### src/rtl/control_datapath_resp.sv
`default_nettype none
// ============================================================================
//  Module      : control_datapath_resp
//  Description : Datapath responder for the sel1/sel2/mux1/done control
//                strobes. It captures operand A and operand B, computes
//                A op B and publishes the result. It also watches strobe
//                ordering and idle gaps, and raises a sticky error on any
//                protocol violation.
//  Revision    : 1.0 - initial release
// ============================================================================
module control_datapath_resp #(
  parameter int WIDTH   = 8,
  parameter int OP      = 0,
  parameter int TIMEOUT = 4
) (
  input  logic             clk,
  input  logic             rst,
  input  logic             sel1,
  input  logic             sel2,
  input  logic             mux1,
  input  logic             done,
  input  logic [WIDTH-1:0] data_in,
  output logic [WIDTH:0]   result,
  output logic             result_valid,
  output logic             seq_err,
  output logic [7:0]       seq_count
);

  localparam int c_GAP_W = $clog2(TIMEOUT + 1);
  // An idle cycle seen with the counter at this value is the one that times out.
  localparam logic [c_GAP_W-1:0] c_GAP_LAST = c_GAP_W'(TIMEOUT - 1);

  typedef enum logic [2:0] {
    S_IDLE    = 3'd0,
    S_LOAD_A  = 3'd1,
    S_LOAD_B  = 3'd2,
    S_COMPUTE = 3'd3,
    S_DONE    = 3'd4,
    S_ERR     = 3'd5
  } state_t;

  state_t             r_state;
  logic [WIDTH-1:0]   r_a;
  logic [WIDTH-1:0]   r_b;
  logic [c_GAP_W-1:0] r_gap;

  logic [2:0]   w_hot;
  logic         w_multi;
  logic         w_none;
  logic         w_timeout;
  logic         w_bad;
  logic [WIDTH:0] w_calc;

  assign w_hot     = 3'(sel1) + 3'(sel2) + 3'(mux1) + 3'(done);
  assign w_multi   = (w_hot > 3'd1);
  assign w_none    = (w_hot == 3'd0);
  assign w_timeout = w_none && (r_gap == c_GAP_LAST);

  // Operands are zero-extended by one bit so bit WIDTH holds carry or borrow.
  generate
    if (OP == 0) begin : g_add
      assign w_calc = {1'b0, r_a} + {1'b0, r_b};
    end else begin : g_sub
      assign w_calc = {1'b0, r_a} - {1'b0, r_b};
    end
  endgenerate

  // Decode whether the strobes seen this cycle break the protocol.
  always_comb begin
    w_bad = 1'b0;
    case (r_state)
      S_IDLE:    w_bad = sel2 | mux1 | done;
      S_LOAD_A:  w_bad = mux1 | done | w_timeout;
      S_LOAD_B:  w_bad = sel1 | done | w_timeout;
      S_COMPUTE: w_bad = sel1 | sel2 | w_timeout;
      // Once done drops, DONE behaves like IDLE: only sel1 is legal.
      S_DONE:    w_bad = ~done & (sel2 | mux1);
      default:   w_bad = 1'b0;
    endcase
    w_bad = w_bad | w_multi;
  end

  // Sequence FSM with operand/result registers, gap timer and status outputs.
  always_ff @(posedge clk) begin
    if (rst) begin
      r_state      <= S_IDLE;
      r_a          <= '0;
      r_b          <= '0;
      r_gap        <= '0;
      result       <= '0;
      result_valid <= 1'b0;
      seq_err      <= 1'b0;
      seq_count    <= 8'd0;
    end else if (r_state != S_ERR) begin
      if (w_bad) begin
        r_state      <= S_ERR;
        seq_err      <= 1'b1;
        result_valid <= 1'b0;
        r_gap        <= '0;
      end else begin
        result_valid <= 1'b0;
        r_gap        <= '0;
        case (r_state)
          S_IDLE: begin
            if (sel1) begin
              r_a     <= data_in;
              r_state <= S_LOAD_A;
            end
          end
          S_LOAD_A: begin
            if (sel1) begin
              r_a <= data_in;
            end else if (sel2) begin
              r_b     <= data_in;
              r_state <= S_LOAD_B;
            end else begin
              r_gap <= r_gap + c_GAP_W'(1);
            end
          end
          S_LOAD_B: begin
            if (sel2) begin
              r_b <= data_in;
            end else if (mux1) begin
              result  <= w_calc;
              r_state <= S_COMPUTE;
            end else begin
              r_gap <= r_gap + c_GAP_W'(1);
            end
          end
          S_COMPUTE: begin
            if (mux1) begin
              result <= w_calc;
            end else if (done) begin
              r_state      <= S_DONE;
              result_valid <= 1'b1;
              seq_count    <= seq_count + 8'd1;
            end else begin
              r_gap <= r_gap + c_GAP_W'(1);
            end
          end
          S_DONE: begin
            if (done) begin
              result_valid <= 1'b1;
            end else if (sel1) begin
              r_a     <= data_in;
              r_state <= S_LOAD_A;
            end else begin
              r_state <= S_IDLE;
            end
          end
          default: begin
            r_state <= S_ERR;
            seq_err <= 1'b1;
          end
        endcase
      end
    end
  end

endmodule
`default_nettype wire

### config.mk
export PLATFORM = sky130hd
export DESIGN_NAME = control_datapath_resp
export DESIGN_NICKNAME = d
export VERILOG_FILES = /design/src/rtl/control_datapath_resp.sv
export SDC_FILE = /design/constraint.sdc
export NUM_CORES = 1
export LEC_CHECK = 0
export ABC_AREA = 1
export BUFFER_PORTS_ARGS = -buffer_cell sky130_fd_sc_hd__buf_2
export CORE_AREA = 3 3 53 103
export CTS_CLUSTER_DIAMETER = 200
export DETAILED_ROUTE_END_ITERATION = 8
export DIE_AREA = 0 0 56 106
export PLACE_DENSITY = 0.73
export SLEW_MARGIN = 20
export SYNTH_ARGS = -nofsm -noshare
export SYNTH_HDL_FRONTEND = slang
export SYNTH_SLANG_ARGS = --single-unit
### constraint.sdc
create_clock -name clk -period 5.8 [get_ports clk]
set_input_delay 1.74 -clock clk [delete_from_list [all_inputs] [get_ports clk]]
set_output_delay 1.74 -clock clk [all_outputs]
set_load 0.005 [all_outputs]
==> Word-level counts from Yosys, hierarchy flattened <==
Index checks and enable logic that the tools add are counted.
{ "word_totals": {"reg_bits": 41} }
{ "op_classes": {"add_sub_neg": 6, "magnitude_cmp": 1, "eq_ne": 18, "muxes": 35, "n_reduce_logical": 14, "n_bitwise": 13} }
{ "ops": {"columns": ["cell", "n"], "rows": [
  ["two-way mux 3 bit", 16],
  ["two-way mux 8 bit", 4],
  ["one-hot mux 8 bit (2 select lines)", 2],
  ["!= test 3 bit, second input constant", 9],
  ["two-way mux 9 bit", 2],
  ["one-hot mux 9 bit (2 select lines)", 1],
  ["one-hot mux 3 bit (5 select lines)", 1],
  ["AND reduction 4 bit", 3],
  ["adder 8 x 8 -> 9 bit", 1],
  ["equality test 3 x 2 -> 1 bit, second input constant", 3],
  ["bitwise OR 1 bit", 9],
  ["one-hot mux 3 bit (3 select lines)", 1],
  ["AND reduction 9 bit", 1],
  ["adder 8 x 1 -> 8 bit, second input constant", 1],
  ["logical NOT 3 bit", 2],
  ["two-way mux 1 bit", 6],
  ["!= test 2 bit, second input constant", 3],
  ["nonzero test 2 bit", 3],
  ["one-hot mux 1 bit (5 select lines)", 1],
  ["AND reduction 5 bit", 1],
  ["OR reduction 5 bit", 1],
  ["adder 2 x 1 -> 3 bit", 1],
  ["adder 3 x 1 -> 3 bit", 1],
  ["adder 3 x 1 -> 3 bit, second input constant", 1],
  ["11 further kinds", 13]
]} }

==> Longest topological paths before layout <==
Gate-level depths: netlist of run 1.
{ "depth": {"word_depth": 10, "depth_mapped": 19, "mapped_depth_nobuf": 19} }

==> Worst setup path after synthesis of run 1 <==
Ideal clock, no wire load.
{ "synth_timing": {"path_kind": "in2reg", "start": "input done", "end": "register r_a[6]", "t_arrival_ps": 3896, "path_slack_ps": 1788, "stages": 15, "path_cell_list": "clkinv_1 fa_1 inv_1 ha_1 inv_1 ha_1 nor2_1 nand2_1 nand2_1 nand4_4 nor2_1 o21ai_2 buf_6 o21ai_1 a21oi_1"} }
{ "synth_between": {"elab_chain_len": 8} }
{ "synth_rtl": {"columns": ["item", "line_no", "rtl"], "rows": [
  ["start, declared", "21", "input logic done,"],
  ["adder 3 x 1 -> 3 bit", "54", "assign w_hot = 3'(sel1) + 3'(sel2) + 3'(mux1) + 3'(done);"],
  ["logical NOT 3 bit", "56", "assign w_none = (w_hot == 3'd0);"],
  ["logical AND 1 bit", "57", "assign w_timeout = w_none && (r_gap == c_GAP_LAST);"],
  ["bitwise OR 1 bit (on tied branches)", "75, 73, 74", null],
  ["one-hot mux 1 bit (5 select lines)", "71", "case (r_state)"],
  ["bitwise OR 1 bit", "80", "w_bad = w_bad | w_multi;"],
  ["NOT 1 bit (no line)", null, null],
  ["AND reduction 4 bit (no line) *", null, null],
  ["end signal, assigned", "106", "r_a <= data_in;"],
  ["end signal, assigned", "112", "r_a <= data_in;"],
  ["end signal, assigned", "145", "r_a <= data_in;"],
  ["end, declared", "43", "logic [WIDTH-1:0] r_a;"]
]} }
Mark *: on every way between the ends. The rest lies on a longest branch, timed or not.
A chain may end at the register's enable or synchronous reset.

==> Worst setup path in the final report of run 1 <==
{ "layout_timing": {"start": "input done", "end": "register r_a[1]"} }
The elaborated chain is that of the path after synthesis.

==> run_results.csv, run 1 <==
group,metric,value,unit
floorplanning,die_area,5940,um2
clock_network,insertion_delay,0.30,ns
drt,drt-met1-wl,1.98,mm
placement,portBuffers,32,
drt,drt_wl_total,5.41,mm
clock_network,cts_buffers,5,
critical_path,critPathBufInv,4,
sta,finalMaxSlewViolations,0,
drt,dr.pass1.iters,4,
clock_network,cts.repair.resized,0,
clock_network,cts_setup_buffers,0,
cells_and_area,seqCellArea,821,um2
drt,routed.top_layer,"met4",
floorplanning,num_rows,35,
worst_hold_path,min_path_type,"flop to flop",
clock_network,cts_root_buffer,"clkbuf_8",
cells_and_area,final_common_cell,"nand2_1",
synth,ys_ff_latch,41,
outcome,status,"finished, final reports clean",
clock_network,path_clk_slew,0.09,ns
global_routing,antenna_found_initial,0,
sta,period_share,71.8,%
critical_path,worstSetupEndpointType,"flop",
global_routing,grt_pass1_vias,2220,
sta,tns,0,ns
cells_and_area,antenna_cells,0,
floorplanning,die_h,106,um
floorplanning,io-pin-count,33,
sta,rsz0062_at_grt,"no",
cells_and_area,final_core_utilization,56.1,%
synth,synth_area,2330,um2
sta,tightestPinTransition,0.813,ns
critical_path,cp_top_family,"adder cells",
cells_and_area,fillers,490,
critical_path,critPathKind,"primary input to flop",
critical_path,cp.depth,15,
cells_and_area,finalInstanceArea,2650,um2
critical_path,worst_path_max_delay_cell,"fa_1",
critical_path,r2r-start,"r_state[2]",
sta,hold_viol_final,0,
placement,placedCellCount,411,
global_routing,grt_max_degree,33,
sta,finClkSkew,0.00768,ns
sta,clock.fmax,0.240,GHz
clock_network,cts_buffer_depth,2,
drt,drc_errors,0,
drt,drt_iter0_markers,83,
sta,relSlewSlack,45.7,%
critical_path,cp-start-kind,"primary input",
cells_and_area,layoutNonFillerInstCount,419,
synth,syn-instance-count,331,
synth,ys_warn_count,0,
clock_network,cts.sinks,41,
floorplanning,die_w,56,um
clock_network,cts_tree,"built",
power,power.density_cell_area,343,nW/um2
synth,avgSynthCellArea,7.03,um2
placement,place_congestion,0.881,
critical_path,worstPathCellList,"buf_2 > clkinv_1 > fa_1 > inv_1 > ha_1 > inv_1 > ha_1 > nor2_1 > nand2_1 > nand2_1 > nand4_4 > nor2_1 > o21ai_2 > o21ai_0 > a21oi_1",
synth,synth.distinct_cells,31,
critical_path,cp.arrival,4.33,ns
drt,wl_per_cell,12.9,um
floorplanning,initial_core_util,49.2,%
cells_and_area,drive_above_1_share,14.3,%
sta,layout_min_cycle_time,4.16,ns
critical_path,cp_slowest_stage_delay,0.55,ns
critical_path,cp-startpoint,"done",
cells_and_area,syn_to_final_growth,14.0,%
critical_path,reg2regPathDepth,11,
placement,dp_hpwl,4.27,mm
run,maxCapViolations,0,
clock_network,cts_hold_buffers,0,
global_routing,grt-ovfl-total,0,
sta,finalSetupViolCount,0,
drt,met2_length,3.06,mm
synth,ys_seq_area_share,35.2,%
cells_and_area,multi_input_area,1270,um2
clock_network,cts_max_level,2,
floorplanning,core,4730,um2
drt,viasPerCell,5.21,
placement,dpl_cell_area,2520,um2
cells_and_area,mostFrequentLayoutCells,"53 x nand2_1, 47 x inv_1, 46 x nor2_1, 41 x dfxtp_1, 36 x a21oi_1",
worst_hold_path,min_from,"result[3]",
power,vdd_ir_drop_max,0.215,mV
power,total_power,0.910,mW
global_routing,grt_pass1_wl,9.35,mm
power,leakage,1.23,nW
global_routing,grtUsageTotal,19.6,%
critical_path,reg2reg_to,"r_a[1]",
synth,synth_nets,361,
cells_and_area,fin_nets,393,
critical_path,r2r_slack,3.71,ns
drt,vias,2184,
critical_path,path_max_fanout,16,
drt,ant_nets,0,
drt,route.met3.wl,141,um
critical_path,crit_required,5.97,ns
critical_path,setup.worst_path.end,"r_a[1]",
[power breakdown]
| group | internal, mW | total, mW | switching [mW] |
|---|---|---|---|
| Clock | 0.173 | 0.280 | 0.107 |
| Sequential | 0.311 | 0.340 | 0.0287 |
| Combinational | 0.0923 | 0.290 | 0.198 |
[synth_stat cells]
master / n / share of area [%]
a21oi_1: 36 / 7.7
a31oi_1: 1 / 0.27
buf_6: 2 / 0.97
clkbuf_1: 5 / 0.81
clkinv_1: 1 / 0.16
dfxtp_1: 41 / 35
fa_1: 2 / 1.7
ha_1: 14 / 7.5
inv_1: 47 / 7.6
inv_2: 2 / 0.32
inv_4: 1 / 0.27
nand2_1: 53 / 8.5
nand2_2: 2 / 0.54
nand3_1: 8 / 1.7
nand3_2: 1 / 0.43
nand3_4: 1 / 0.75
nand4_1: 10 / 2.7
nand4_4: 1 / 0.91
nor2_1: 46 / 7.4
nor2_2: 2 / 0.54
nor2_4: 1 / 0.48
nor3_1: 9 / 1.9
o211ai_1: 1 / 0.32
o21a_1: 1 / 0.32
o21ai_0: 30 / 6.4
o21ai_1: 2 / 0.43
o21ai_2: 1 / 0.38
o22ai_1: 1 / 0.27
or2_0: 1 / 0.27
xnor2_1: 3 / 1.1
xor2_1: 5 / 1.9
[cell type report]
cell class / instances / area share [%]
sequential: 41 / 30.9
timing repair buffer: 32 / 6.03
multi-input combinational: 232 / 47.9
tap: 55 / 2.59
clock buffer: 5 / 2.59
clock inverter: 3 / 2.59
inverter: 51 / 7.31
[worst reg2reg max path, delay by kind of cell (launching register included)]
family / cells / cell delay [ns]
simple gates: 7 / 0.79
compound gates: 3 / 0.52
flops: 1 / 0.51
buf+inv: 1 / 0.16
[kinds of logic (layout without fill, tap and decap cells)]
logic type               count (synthesis)  in the layout  share of synthesized area (%)
flip-flops                              41             41                           35.2
buffers and inverters                   58             91                           10.1
XOR/XNOR                                 8              8                           3.01
AND/OR/NAND/NOR                        135            135                           26.2
adder cells (fa/ha/maj)                 16             16                           9.24
AO/OA/AOI/OAI                           73             73                           16.2
[how the worst min path moves through the flow]
stage / endpoint / slack, ns / depth (start not counted)
6_report: result[3] / 0.44 / 2
3_5_place_dp: result[3] / 0.43 / 2
2_1_floorplan: r_a[0] / 0.43 / 2
3_3_place_gp: result[3] / 0.43 / 2
5_1_grt: result[6] / 0.47 / 2
4_1_cts: result[3] / 0.45 / 2
[metal layers]
metal,vias up,GRT usage [%]
li1,1138,-
met4,0,10.5
met3,17,2.55
met1,985,17.1
met5,-,0
met2,44,40.2
[registers in the layout (all words and copies together) (netlist names)]
signal,count
result_valid,1
r_gap,3
seq_err,1
r_a,8
result,9
seq_count,8
r_state,3
r_b,8
[through the flow]
step,worst slack [ns],hold WS [ns]
floorplan,1.79,0.428
global placement,1.36,0.431
detailed placement,1.30,0.433
CTS,1.62,0.447
global route,1.31,0.473
finish,1.64,0.444
Power figures use the tool's default switching activity.
==> inputs of run 2 (changes only) <==
ABC_AREA = 0   (was 1)
CORE_AREA = 3 3 53 104   (was 3 3 53 103)
DIE_AREA = 0 0 56 107   (was 0 0 56 106)
clock period = 4.2 ns   (was 5.8 ns; I/O delays follow)
==> run 2 against run 1 <==
Via count fell by 7.1%. Register-to-register slack got worse by 2.3 ns. Critical endpoint is now seq_count[7]. Flip-flop and latch count did not move.
==> run_results.csv, run 2 <==
group,metric,value,unit
floorplanning,die_h,107,um
floorplanning,io-pin-count,33,
cells_and_area,mostFrequentLayoutCells,"41 x dfxtp_1, 32 x buf_2, 31 x nor2_1, 21 x mux2i_1",
synth,async_flop_share,0,%
critical_path,r2r-start,"r_state[1]",
sta,tightestPinTransition,0.904,ns
placement,dp_hpwl,3.84,mm
drt,dr.pass1.iters,4,
cells_and_area,syn_to_final_growth,14.9,%
clock_network,cts_tree,"built",
drt,ant_nets,0,
drt,drc_errors,0,
critical_path,cp_common_cell,"inv_1",
drt,vias,2030,
floorplanning,initial_core_util,48.9,%
outcome,status,"finished, final reports clean",
clock_network,cts_buffer_depth,2,
placement,dpl_cell_area,2650,um2
power,vdd_ir_drop_max,0.290,mV
global_routing,grt_max_degree,52,
clock_network,cts.sinks,41,
placement,place_congestion,0.788,
synth,synth_nets,305,
critical_path,path_max_fanout,4,
floorplanning,num_rows,36,
sta,layout_min_cycle_time,3.87,ns
synth,avgSynthCellArea,8.65,um2
power,leakage,1.13,nW
global_routing,grt_pass1_vias,2044,
floorplanning,core,4860,um2
critical_path,worstSetupEndpointType,"flop",
critical_path,cp-start-kind,"primary input",
worst_hold_path,whs_endpoint,"r_gap[1]",
worst_hold_path,min_from,"r_gap[1]",
synth,syn-instance-count,275,
clock_network,cts_hold_buffers,0,
critical_path,cp_slowest_stage_delay,0.56,ns
clock_network,cts.repair.resized,0,
synth,yosys-top-cells-area,"dfxtp_1 35%, mux2i_1 8.8%, ha_1 7.4%",
sta,tns,0,ns
drt,viasPerCell,5.52,
critical_path,cp.arrival,4.06,ns
cells_and_area,antenna_cells,0,
clock_network,path_clk_slew,0.07,ns
clock_network,cts_setup_buffers,0,
worst_hold_path,min_path_type,"flop to flop",
cells_and_area,finalInstanceArea,2730,um2
placement,portBuffers,32,
drt,wl_per_cell,13.6,um
sta,finalMaxSlewViolations,0,
drt,drt_wl_total,4.99,mm
sta,relSlewSlack,39.4,%
cells_and_area,fillers,473,
synth,synth_top_cell_by_area,"dfxtp_1",
synth,ys_top_cells_by_count,"41 x dfxtp_1, 31 x nor2_1, 21 x mux2i_1",
synth,synth.distinct_cells,53,
cells_and_area,top_register,"result",
sta,hold_viol_final,0,
sta,fin_ws,0.326,ns
clock_network,cts_buffers,5,
cells_and_area,final_common_cell,"dfxtp_1",
synth,synth_top_area_share,34.5,%
global_routing,antenna_found_initial,0,
critical_path,crit_required,4.39,ns
synth,ys_ff_latch,41,
synth,synth_edf_count,0,
global_routing,grtUsageTotal,18.0,%
global_routing,grt_pass1_wl,8.61,mm
critical_path,worstPathCellList,"buf_2 > inv_1 > fa_1 > inv_1 > ha_1 > inv_1 > ha_1 > o21ai_1 > o2111ai_2 > or4b_4 > nor4_1 > mux2_2",
synth,ys_seq_area_share,34.5,%
power,total_power,0.784,mW
power,power.density_cell_area,287,nW/um2
cells_and_area,largest_register_ffs,9,
clock_network,insertion_delay,0.29,ns
clock_network,cts_root_buffer,"clkbuf_8",
sta,finClkSkew,0.00836,ns
synth,ys_warn_count,0,
run,maxCapViolations,0,
global_routing,grt-ovfl-total,0,
floorplanning,die_w,56,um
sta,rsz0062_at_grt,"no",
cells_and_area,fin_nets,340,
placement,place_worst_setup_slack,0.00359,ns
sta,clock.fmax,0.258,GHz
sta,finalSetupViolCount,0,
critical_path,reg2regPathDepth,5,
sta,period_share,92.2,%
synth,synth_area,2380,um2
sta,whs,0.459,ns
critical_path,critPathKind,"primary input to flop",
cells_and_area,final_core_utilization,56.2,%
synth,synth_ff_type,"dfxtp_1",
placement,placedCellCount,360,
drt,drt_iter0_markers,58,
cells_and_area,layoutNonFillerInstCount,368,
critical_path,r2r_slack,1.45,ns
critical_path,reg2reg_to,"seq_count[7]",
clock_network,cts_max_level,2,
floorplanning,die_area,5990,um2
critical_path,worst_path_max_delay_cell,"or4b_4",
cells_and_area,drive_above_1_share,18.3,%
worst_hold_path,holdPathStages,2,
synth,yosysMostFrequentCell,"dfxtp_1",
-- run 2: changes by cell type in the layout (fill, tap and decap cells not counted), sizes merged, moves of 15 or more --
cell,previous run,this run
mux2i,0,21
nor2,49,31
inv,51,16
nand2,55,14
nand2b,0,16
a21oi,36,13
o21ai,33,18
-- run 2: per-layer routing --
layer | up-vias | wire [um] | global-route usage (%)
met3 | 17 | 142 | 3.49
met2 | 32 | 2790 | 34.7
li1 | 1037 | - | -
met1 | 944 | 1870 | 17.0
met4 | 0 | 191 | 9.85
met5 | - | 0 | 0
-- run 2: power breakdown --
part           switching [mW]  leakage [nW]  internal [mW]
Combinational          0.0703         0.754         0.0555
Sequential             0.0137         0.332          0.398
Clock                   0.131        0.0450          0.115
-- run 2: worst max-delay path: cells and delay by family --
| kind | cells | cell delay (ns) |
|---|---|---|
| fa+ha+maj | 3 | 0.94 |
| buf+inv | 4 | 0.26 |
| simple gates | 2 | 0.86 |
| compound gates | 2 | 0.36 |
| mux | 1 | 0.37 |
-- run 2: logic make-up (layout without fill, tap and decap cells) --
family                   after synthesis  after routing  synth area share [%]
multiplexers                          24             24                  10.3
adder cells (fa/ha/maj)               16             16                  9.05
flip-flops                            41             41                  34.5
buffers and inverters                 30             66                  5.31
AO/OA/AOI/OAI                         60             60                  17.0
XOR/XNOR                               4              4                  1.47
AND/OR/NAND/NOR                      100            100                  22.4
-- run 2: final cells by class --
cell class | instances | area, um2 | share of cell area [%]
Inverter | 16 | 60.1 | 2.20
Clock inverter | 2 | 10.0 | 0.366
Tap cell | 57 | 71.3 | 2.61
Clock buffer | 6 | 72.6 | 2.66
Timing Repair Buffer | 42 | 248 | 9.07
Multi-Input combinational cell | 204 | 1450 | 53.1
Sequential cell | 41 | 821 | 30.0
-- run 2: worst max-delay path by stage --
stage / startpoint / end / slack (ns)
floorplan: sel1 / seq_count[6] / 0.02
global placement: sel1 / seq_count[7] / 0.05
detailed placement: sel1 / seq_count[7] / 0.004
CTS: sel1 / seq_count[7] / 0.32
global route: sel1 / seq_count[7] / 0.14
finish: sel1 / seq_count[7] / 0.33
==> inputs of run 3 (changes only) <==
MAX_ROUTING_LAYER = met4   (was unset)
PLACE_DENSITY = 0.69   (was 0.73)
SETUP_SLACK_MARGIN = 0.15   (was unset)
==> run 3 against run 2 <==
Register-to-register slack lost 0.06 ns. Critical path depth grew 1. Sequential power is essentially flat. Combinational power grew 5%. Hold slack lost 0.0048 ns. Clock power grew 57%. Wire length grew 2.2%. Final area grew 3.4%. Sequential share of layout area shrank 0.98 points. Critical path type unchanged. Largest power group unchanged. Highest routed layer unchanged.
==> run_results.csv, run 3 (synthesis gave the netlist of run 2 again) <==
group,metric,value,unit
global_routing,antenna_found_initial,0,
cells_and_area,layoutNonFillerInstCount,370,
drt,drt_wl_total,5.10,mm
outcome,status,"finished, final reports clean",
floorplanning,die_w,56,um
sta,hold_viol_final,0,
critical_path,worstPathCellList,"buf_2 > inv_1 > fa_1 > inv_1 > ha_1 > inv_1 > ha_1 > o21ai_2 > o2111ai_2 > or4b_4 > buf_4 > nor3_2 > mux2_1",
critical_path,cp.arrival,4.05,ns
drt,wl_per_cell,13.8,um
drt,dr.pass1.iters,4,
run,maxCapViolations,0,
sta,relSlewSlack,46.8,%
power,vdd_ir_drop_max,0.253,mV
critical_path,setup.worst_path.end,"seq_count[5]",
critical_path,cp.depth,13,
sta,tns,0,ns
drt,viasPerCell,5.56,
floorplanning,io-pin-count,33,
cells_and_area,top_register,"result",
cells_and_area,drive_above_1_share,20.4,%
sta,finalSetupViolCount,0,
power,power.density_cell_area,329,nW/um2
floorplanning,core,4860,um2
clock_network,cts.sinks,41,
critical_path,critPathKind,"primary input to flop",
critical_path,cp_top_family,"adder cells",
sta,period_share,91.9,%
sta,finClkSkew,0.00752,ns
placement,dp_hpwl,3.83,mm
floorplanning,num_rows,36,
sta,rsz0062_at_grt,"no",
placement,portBuffers,32,
cells_and_area,syn_to_final_growth,18.8,%
critical_path,r2r-start,"r_state[1]",
critical_path,reg2regPathDepth,6,
clock_network,cts_max_level,2,
global_routing,grt-ovfl-total,0,
drt,drc_errors,0,
worst_hold_path,min_path_type,"flop to flop",
drt,vias,2059,
clock_network,cts_setup_buffers,0,
critical_path,r2r_slack,1.39,ns
clock_network,cts_buffer_depth,2,
clock_network,cts_buffers,5,
floorplanning,die_area,5990,um2
global_routing,grt_pass1_wl,8.91,mm
critical_path,path_max_fanout,5,
clock_network,insertion_delay,0.30,ns
clock_network,cts_tree,"built",
critical_path,cp-start-kind,"primary input",
cells_and_area,largest_register_ffs,9,
critical_path,cp-startpoint,"sel1",
critical_path,worst_path_max_delay_cell,"or4b_4",
power,leakage,1.17,nW
cells_and_area,antenna_cells,0,
global_routing,grt_pass1_vias,2027,
clock_network,cts_hold_buffers,0,
drt,ant_nets,0,
placement,place_congestion,0.806,
sta,layout_min_cycle_time,3.86,ns
clock_network,path_clk_slew,0.09,ns
drt,drt_iter0_markers,57,
critical_path,reg2reg_to,"seq_count[5]",
cells_and_area,final_common_cell,"dfxtp_1",
sta,finalMaxSlewViolations,0,
cells_and_area,fin_nets,342,
global_routing,grt_max_degree,52,
critical_path,crit_required,4.39,ns
sta,clock.fmax,0.259,GHz
sta,tightestPinTransition,0.799,ns
cells_and_area,fillers,474,
critical_path,worstSetupEndpointType,"flop",
placement,placedCellCount,362,
sta,whs,0.454,ns
floorplanning,die_h,107,um
critical_path,cp_common_cell,"inv_1",
clock_network,cts_root_buffer,"clkbuf_8",
global_routing,grtUsageTotal,19.2,%
critical_path,cp_slowest_stage_delay,0.57,ns
cells_and_area,mostFrequentLayoutCells,"41 x dfxtp_1, 32 x buf_2, 31 x nor2_1, 21 x mux2i_1",
critical_path,critPathBufInv,5,
floorplanning,initial_core_util,48.9,%
run 3: cell types whose count changed in the layout (fill, tap and decap cells not counted), sizes merged:
cell / before / now
buf: 42 / 44
inv: 16 / 17
bufinv: 0 / 2
clkinv: 2 / 0
clkbuf: 6 / 5
run 3: layer usage:
metal / up-vias / GRT usage (%) / share of wire (%)
met2: 36 / 34.5 / 54
met5: - / - / 0
met4: 0 / 10.2 / 4.8
li1: 1044 / - / -
met3: 18 / 3.13 / 2.7
met1: 961 / 19.4 / 39
run 3: worst min path at each step:
stage,start,to,slack (ns),cells after the start
floorplan,r_gap[2],r_gap[2],0.43,2
global placement,r_gap[2],r_gap[2],0.43,2
detailed placement,r_gap[2],r_gap[2],0.45,2
CTS,r_gap[2],r_gap[2],0.46,2
global route,r_gap[0],r_gap[0],0.51,1
finish,r_gap[2],r_gap[2],0.45,2
run 3: layout make-up:
class | instances | area [um2] | share of cell area, %
clock buffer | 5 | 68.8 | 2.44
clock inverter | 3 | 68.8 | 2.44
inverter | 16 | 60.1 | 2.13
multi-input combinational | 204 | 1490 | 52.6
sequential | 41 | 821 | 29.1
tap | 57 | 71.3 | 2.52
timing repair buffer | 44 | 250 | 8.86
run 3: timing repair:
item,in CTS,in global routing
setup endpoints to repair,0,7
hold endpoints to repair,0,0
resized for setup,0,2
run 3: metrics by stage:
step	area (um2)	worst slack (ns)	total power [mW]	util [%]
after floorplan	2410	0.172	0.507	-
after global placement	2670	0.0543	0.546	54.9
after detailed placement	2670	-0.0328	0.549	54.9
after CTS	2810	0.296	0.939	57.8
after global routing	2830	0.205	0.972	58.1
final	2830	0.341	0.930	58.1
run 3: power breakdown:
part	total (mW)	switching, mW	internal (mW)	leakage (nW)
logic	0.132	0.0741	0.0575	0.772
clock network	0.387	0.147	0.239	0.0687
registers	0.412	0.0139	0.398	0.332
total	0.930	0.235	0.695	1.17
run 3: worst reg2reg max path, stage by stage (launching register included):
cell and delay [ns]:
dfxtp_1 0.72, or2b_1 0.35, or3_1 0.39, or4b_4 0.58, buf_4 0.17, nor3_2 0.18
mux2_1 0.33
